$ cat config.mk
export PLATFORM = sky130hd
export DESIGN_NAME = pipeline_hazard_ctrl
export DESIGN_NICKNAME = d
export VERILOG_FILES = /design/src/rtl/pipeline_hazard_ctrl.sv
export SDC_FILE = /design/constraint.sdc
export NUM_CORES = 1
export LEC_CHECK = 0
export CORE_MARGIN = 4
export CORE_UTILIZATION = 47
export CTS_BUF_LIST = sky130_fd_sc_hd__clkbuf_8
export DETAILED_ROUTE_END_ITERATION = 8
export PLACE_DENSITY = 0.81
export RECOVER_POWER = 50
export SLEW_MARGIN = 25
export SYNTH_ARGS = -nofsm -noshare
export SYNTH_HDL_FRONTEND = slang
export SYNTH_SLANG_ARGS = --single-unit
$ cat constraint.sdc
create_clock -name clock -period 2.3 [get_ports clock]
set_input_delay 0.23 -clock clock [delete_from_list [all_inputs] [get_ports clock]]
set_output_delay 0.23 -clock clock [all_outputs]
set_load 0.02 [all_outputs]
$ cat src/rtl/pipeline_hazard_ctrl.sv
// Pipeline hazard controller: load-use stalls, redirect flushes and global hold
// for the PC, IF/ID and ID/EX registers, plus saturating debug counters.
module pipeline_hazard_ctrl #(
  parameter int REG_ADDR_W   = 6,
  parameter int LOAD_STALL   = 1,
  parameter int FLUSH_CYCLES = 1,
  parameter int CNT_W        = 16
) (
  input  logic                  clock,
  input  logic                  reset,
  input  logic                  memRead_ex,
  input  logic [REG_ADDR_W-1:0] rd_ex,
  input  logic [REG_ADDR_W-1:0] rs_id,
  input  logic [REG_ADDR_W-1:0] rt_id,
  input  logic                  use_rs_id,
  input  logic                  use_rt_id,
  input  logic                  redirect,
  input  logic                  hold,
  output logic                  pc_en,
  output logic                  ifid_en,
  output logic                  ifid_flush,
  output logic                  idex_en,
  output logic                  idex_flush,
  output logic [1:0]            state_o,
  output logic [CNT_W-1:0]      stall_cycles,
  output logic [CNT_W-1:0]      flush_events
);

  if (LOAD_STALL < 1 || LOAD_STALL > 15) begin : g_bad_load_stall
    $error("LOAD_STALL must be in 1..15");
  end
  if (FLUSH_CYCLES < 1 || FLUSH_CYCLES > 15) begin : g_bad_flush_cycles
    $error("FLUSH_CYCLES must be in 1..15");
  end

  typedef enum logic [1:0] {
    RUN   = 2'd0,
    STALL = 2'd1,
    FLUSH = 2'd2,
    ILL   = 2'd3
  } state_t;

  state_t           state_q, state_d;
  logic [3:0]       cnt_q, cnt_d;
  logic [CNT_W-1:0] stall_q, stall_d;
  logic [CNT_W-1:0] flush_q, flush_d;
  logic             haz;

  assign haz = memRead_ex & ((use_rs_id & (rs_id == rd_ex)) |
                             (use_rt_id & (rt_id == rd_ex)));

  always_comb begin
    state_d    = state_q;
    cnt_d      = cnt_q;
    stall_d    = stall_q;
    flush_d    = flush_q;
    pc_en      = 1'b1;
    ifid_en    = 1'b1;
    idex_en    = 1'b1;
    ifid_flush = 1'b0;
    idex_flush = 1'b0;

    if (reset) begin
      pc_en      = 1'b0;
      ifid_en    = 1'b0;
      idex_en    = 1'b0;
      ifid_flush = 1'b1;
      idex_flush = 1'b1;
      state_d    = RUN;
      cnt_d      = '0;
      stall_d    = '0;
      flush_d    = '0;
    end else if (hold) begin
      pc_en   = 1'b0;
      ifid_en = 1'b0;
      idex_en = 1'b0;
    end else if (redirect) begin
      ifid_flush = 1'b1;
      idex_flush = 1'b1;
      if (flush_q != '1) flush_d = flush_q + 1'b1;
      if (FLUSH_CYCLES > 1) begin
        state_d = FLUSH;
        cnt_d   = 4'(FLUSH_CYCLES - 2);
      end else begin
        state_d = RUN;
        cnt_d   = '0;
      end
    end else begin
      case (state_q)
        RUN: begin
          if (haz) begin
            pc_en      = 1'b0;
            ifid_en    = 1'b0;
            idex_flush = 1'b1;
            if (stall_q != '1) stall_d = stall_q + 1'b1;
            if (LOAD_STALL > 1) begin
              state_d = STALL;
              cnt_d   = 4'(LOAD_STALL - 2);
            end
          end
        end
        STALL: begin
          // haz deliberately ignored here: the bubble count was fixed on entry
          pc_en      = 1'b0;
          ifid_en    = 1'b0;
          idex_flush = 1'b1;
          if (stall_q != '1) stall_d = stall_q + 1'b1;
          if (cnt_q == '0) state_d = RUN;
          else             cnt_d   = cnt_q - 1'b1;
        end
        FLUSH: begin
          ifid_flush = 1'b1;
          idex_flush = 1'b1;
          if (cnt_q == '0) state_d = RUN;
          else             cnt_d   = cnt_q - 1'b1;
        end
        default: begin
          state_d = RUN;
          cnt_d   = '0;
        end
      endcase
    end
  end

  always_ff @(posedge clock) begin
    state_q <= state_d;
    cnt_q   <= cnt_d;
    stall_q <= stall_d;
    flush_q <= flush_d;
  end

  assign state_o      = state_q;
  assign stall_cycles = stall_q;
  assign flush_events = flush_q;

endmodule

# After elaboration in Yosys (flattened, before gate mapping)
# Index checks and enable logic that the tools add are counted.
# W data, S select, Z words.
op_classes:
  n_addsub: 3
  bitwise_logic: 6
  n_reduce_logical: 8
  n_eq_ne: 10
  muxes: 25
op_table:
  columns: ["cell", "n"]
  rows:
  - ["$add A16 B1 Y16 const B", 2]
  - ["$mux W16", 2]
  - ["$ne A16 B16 Y1 const B", 2]
  - ["$pmux W16 S2", 1]
  - ["$mux W1", 14]
  - ["$eq A6 B6 Y1", 2]
  - ["$reduce_and A3 Y1", 3]
  - ["$mux W4", 2]
  - ["$pmux W4 S2", 1]
  - ["$logic_not A4 Y1", 1]
  - ["$mux W2", 2]
  - ["$ne A2 B2 Y1 const B", 2]
  - ["$pmux W1 S2", 2]
  - ["$pmux W2 S2", 1]
  - ["$reduce_and A4 Y1", 1]
  - ["$sub A4 B1 Y4 const B", 1]
  - ["$and A1 B1 Y1", 3]
  - ["$ne A3 B1 Y1 const B", 1]
  - ["$ne A3 B3 Y1 const B", 1]
  - ["$eq A2 B1 Y1 const B", 1]
  - ["$eq A2 B2 Y1 const B", 1]
  - ["$logic_not A2 Y1", 1]
  - ["$not A1 Y1", 2]
  - ["$reduce_bool A2 Y1", 1]
  - ["2 further kinds", 2]
totals:
  out_inout_bits: 39
  word_cells: 56
  reg_bits: 38

# Longest topological paths before layout
logic_depth:
  depth_word: 9
  depth_mapped: 8
  depth_no_buf: 6

# Worst setup path after synthesis
# No wires, ideal clock.
synth_timing:
  path_type: "flip-flop to flip-flop"
  from: "reg stall_q[0], in the netlist stall_cycles[0]"
  to: "reg stall_q[5], in the netlist stall_cycles[5]"
  period_less_slack_ns: 1.988
  setup_slack_ns: 0.312
  path_buffers: 1
  path_stages_with_launch: 8
  setup_time_ns: 0.121
  arrival_ns: 1.867
  path_cell_list: "dfxtp_1 > ha_1 > nand3_1 > or3_4 > o211ai_2 > buf_6 > nor4b_2 > mux2_4"
synth_between:
  elab_chain_len: 4
  elab_cells_between_ends: 5
  cone_classes: "1 x add/sub; 1 x eq/ne; 3 x mux"
synth_rtl:
  columns: ["item", "line_no", "text"]
  rows:
  - ["start, declared", "45", "logic [CNT_W-1:0] stall_q, stall_d;"]
  - ["start signal, assigned", "128", "stall_q <= stall_d;"]
  - ["$add A16 B1 Y16 / $ne A16 B16 Y1 (equally long branches)", "95, 107", null]
  - ["$mux W16 (*)", "95, 107", null]
  - ["$mux W16", "91", "if (haz) begin"]
  - ["$pmux W16 S2 (*)", "89", "case (state_q)"]
# Mark *: on every way between the ends. The rest lies on a longest branch, timed or not. The select of a mux whose other input is x is not followed.
# A chain may end at the register's enable or synchronous reset.

# Final worst setup path
layout_timing:
  from: "in rd_ex[3]"
  to: "out pc_en"
layout_between:
  elab_chain_len: 9
  elab_cells_between_ends: 11
  cone_classes: "2 x eq/ne; 5 x mux; 4 x bitwise"
layout_rtl:
  columns: ["item", "line_no", "text"]
  rows:
  - ["start, declared", "12", "input logic [REG_ADDR_W-1:0] rd_ex,"]
  - ["$eq A6 B6 Y1 (on tied branches)", "49, 50", null]
  - ["$and A1 B1 Y1 (on tied branches)", "49, 50", null]
  - ["$or A1 B1 Y1 (*)", "49", "assign haz = memRead_ex & ((use_rs_id & (rs_id == rd_ex)) |"]
  - ["$and A1 B1 Y1 (*)", "49", null]
  - ["$mux W1 (*)", "91", null]
  - ["$pmux W1 S2 (*)", "89", null]
  - ["$mux W1 (*)", "77", "end else if (redirect) begin"]
  - ["$mux W1 (*)", "73", "end else if (hold) begin"]
  - ["$mux W1 (*)", "63", "if (reset) begin"]
  - ["end, declared", "19", "output logic pc_en,"]
# Mark *: on every way between the ends. The rest lies on a longest branch, timed or not.

==> flow_summary.yaml <==
global_route:
  grt_pass1_wl_um: 8000
  grt_max_degree: 25
  grt-ovfl-total: 0
  antenna_found_initial: 0
  grt_pass1_vias: 1760
  grtUsageTotal_pct: 19.1
timing:
  post-route-min-period_ns: 2.21
  min_period_over_period_pct: 96.3
  rsz0062_at_grt: "false"
  fin_skew_ns: 0.00457
  finalSetupViolations: 0
  timing.fmax_mhz: 451
  hold_viol: 0
  slew_viol_final: 0
  worst_slack_ns: 0.0851
logic_synthesis:
  synth_warnings: 0
  ys_seq_elements: 32
  synth-xor-area-share_pct: 9.85
  syn_inst: 218
  synth_most_common_cell: "dfxtp_1"
  synth_top_family_by_area: "simple AND/OR/NAND/NOR gates"
  syn_area_sq_mm: 0.00187
  yosys-mux-area-fraction_pct: 1.94
  synth_area_per_cell_sq_um: 8.57
  yosysTopAreaCellShare_pct: 34.3
  synthAdderAreaFrac_pct: 1.34
  yosysUniqueCellTypes: 43
  synthArstFlopShare_pct: 0
  synth_area_leaders: "dfxtp_1 (34%), or4_1 (6.4%), xnor2_1 (6.1%)"
  yosys.area_share.simple_pct: 29.1
  synth_compound_area_share_pct: 17.5
  synth_top_area_cell: "dfxtp_1"
  synth-edff-count: 0
  synth-seq-area-share_pct: 34.3
  yosys_most_used_dff: "dfxtp_1"
  yosys-top-cells-count: "dfxtp_1 (32), nor2_1 (18), a21oi_1 (16), or4_1 (16), o31ai_1 (14)"
cts:
  clock_sinks: 32
  clock_latency_ns: 0.28
  ctsRootBufferMaster: "clkbuf_8"
  cts_hold_buf: 0
  htreeDepth: 2
  clk_path_buf_depth: 2
  cts_tree: "yes"
  clk_pin_slew_worst_paths_ns: 0.07
  cts_made_buffers: 5
routing:
  viasPerCell: 5.71
  wl_per_cell_um: 14.4
  vias: 1891
  drc: 0
  drtIter0Drc: 114
  routed_wl_um: 4780
  dr.pass1.iters: 4
  postRouteAntennaNets: 0
place:
  port_buffers: 61
  post-place-ws_ns: -0.201
  dp_cells: 323
  postPlaceCellArea_sq_mm: 0.00252
  gp_congestion: 0.872
  dp_hpwl_um: 3560
floorplan:
  fp.dieW_um: 71.0
  die_height_um: 71.0
  core-area_sq_mm: 0.00374
  row_count: 22
  die-area_sq_mm: 0.00505
  initial_utilization_pct: 49.9
  ios: 64
worst_hold_path:
  hold_class: "reg -> reg"
finish:
  n_antenna_cell: 0
  instances_no_fill: 331
  nNetsFinal: 309
  design_area_sq_mm: 0.00261
  syn2layout_area_growth_pct: 39.5
  layout-drive-gt1-share_pct: 8.83
worst_setup_path:
  worstPathMaxFanout: 8
  crit_required_ns: 2.07
  cp-end-kind: "primary output"
  startpoint_type: "input port"
  arrival_ns: 1.98
  worstSetupPathType: "in -> out"
pwr:
  p_per_area_mw_per_mm2: 439
  ir_drop_v: 0.000295
  leakagePower_nw: 0.972
job:
  drv_cap: 0
run_status:
  outcome: "finished, final reports clean"
-- metrics by stage --
| step | hold slack (ns) | setup TNS (ns) | utilization [%] | power (mW) |
|---|---|---|---|---|
| floorplan | 0.402 | 0 | - | 0.645 |
| global placement | 0.481 | -0.491 | 67.2 | 0.714 |
| detailed placement | 0.485 | -0.626 | 67.2 | 0.716 |
| CTS | 0.496 | 0 | 69.6 | 1.15 |
| global route | 0.510 | 0 | 69.6 | 1.18 |
| finish | 0.501 | 0 | 69.6 | 1.14 |
-- logic make-up after synthesis --
logic type,count (synthesis)
AOI/OAI and AO/OA,49
xor gates and xnor gates,21
adders and majority gates,2
buffers and inverters,19
DFF,32
muxes,3
other,1
and+or+nand+nor,91
-- sequential cells by signal, summed over array words and instances, names as in the netlist --
signal / cells
flush_events: 16
stall_cycles: 16
-- worst paths after layout --
path               startpoint          endpoint  slack (ns)  depth (start not counted)
max                  rd_ex[3]             pc_en        0.09                          7
min reg2reg  stall_cycles[10]  stall_cycles[10]        0.50                          2
max reg2reg   stall_cycles[0]   stall_cycles[5]        0.25                          6
min          stall_cycles[10]  stall_cycles[10]        0.50                          2
-- layer usage --
metal,vias up,wire [um],global-route usage (%)
met5,-,0,0
met4,0,44,6.05
met3,6,256,5.40
met2,48,2350,32.6
met1,890,2120,23.2
li1,947,-,-
-- worst max-delay path, stage by stage --
cell             delay, ns
clkdlybuf4s50_1       0.51
xnor2_1               0.14
nand4_1               0.12
o22a_2                0.30
nand2b_1              0.19
o21a_1                0.18
dlygate4sd2_1         0.32
-- power breakdown --
| group | internal [mW] | total, mW | switching (mW) | leakage [nW] |
|---|---|---|---|---|
| registers | 0.556 | 0.560 | 0.00368 | 0.258 |
| clock network | 0.235 | 0.444 | 0.209 | 0.0538 |
| logic | 0.0748 | 0.141 | 0.0661 | 0.661 |
-- layout make-up --
type	instances	area [sq um]
Inverter	6	22.5
Clock buffer	6	82.6
Fill cell	321	1140
Multi-Input combinational cell	168	1120
Timing Repair Buffer	69	667
Sequential cell	32	641
Tap cell	48	60.1
Clock inverter	2	7.51
-- repair_timing --
| item | CTS | global route |
|---|---|---|
| setup endpoints to repair | 3 | 2 |
| gates resized for setup | 3 | 1 |
| setup buffers | 0 | 0 |
| endpoints found under the hold margin | 0 | 0 |
-- placed cells by master, fill, tap and decap left out, types with 6 or more instances in the layout --
cell / Yosys / routed
buf_4: 3 / 8
and4_1: 6 / 6
nand4_1: 10 / 10
o21ai_0: 6 / 6
nand3_1: 11 / 11
o31ai_1: 14 / 14
clkdlybuf4s50_1: 0 / 26
nand2_1: 7 / 7
a21oi_1: 16 / 16
nor2b_1: 6 / 6
xor2_1: 8 / 8
dfxtp_1: 32 / 32
nor2_1: 18 / 18
inv_1: 6 / 8
clkbuf_8: 0 / 6
xnor2_1: 13 / 13
dlygate4sd3_1: 0 / 32
or4_1: 16 / 16
Power figures use the tool's default switching activity.
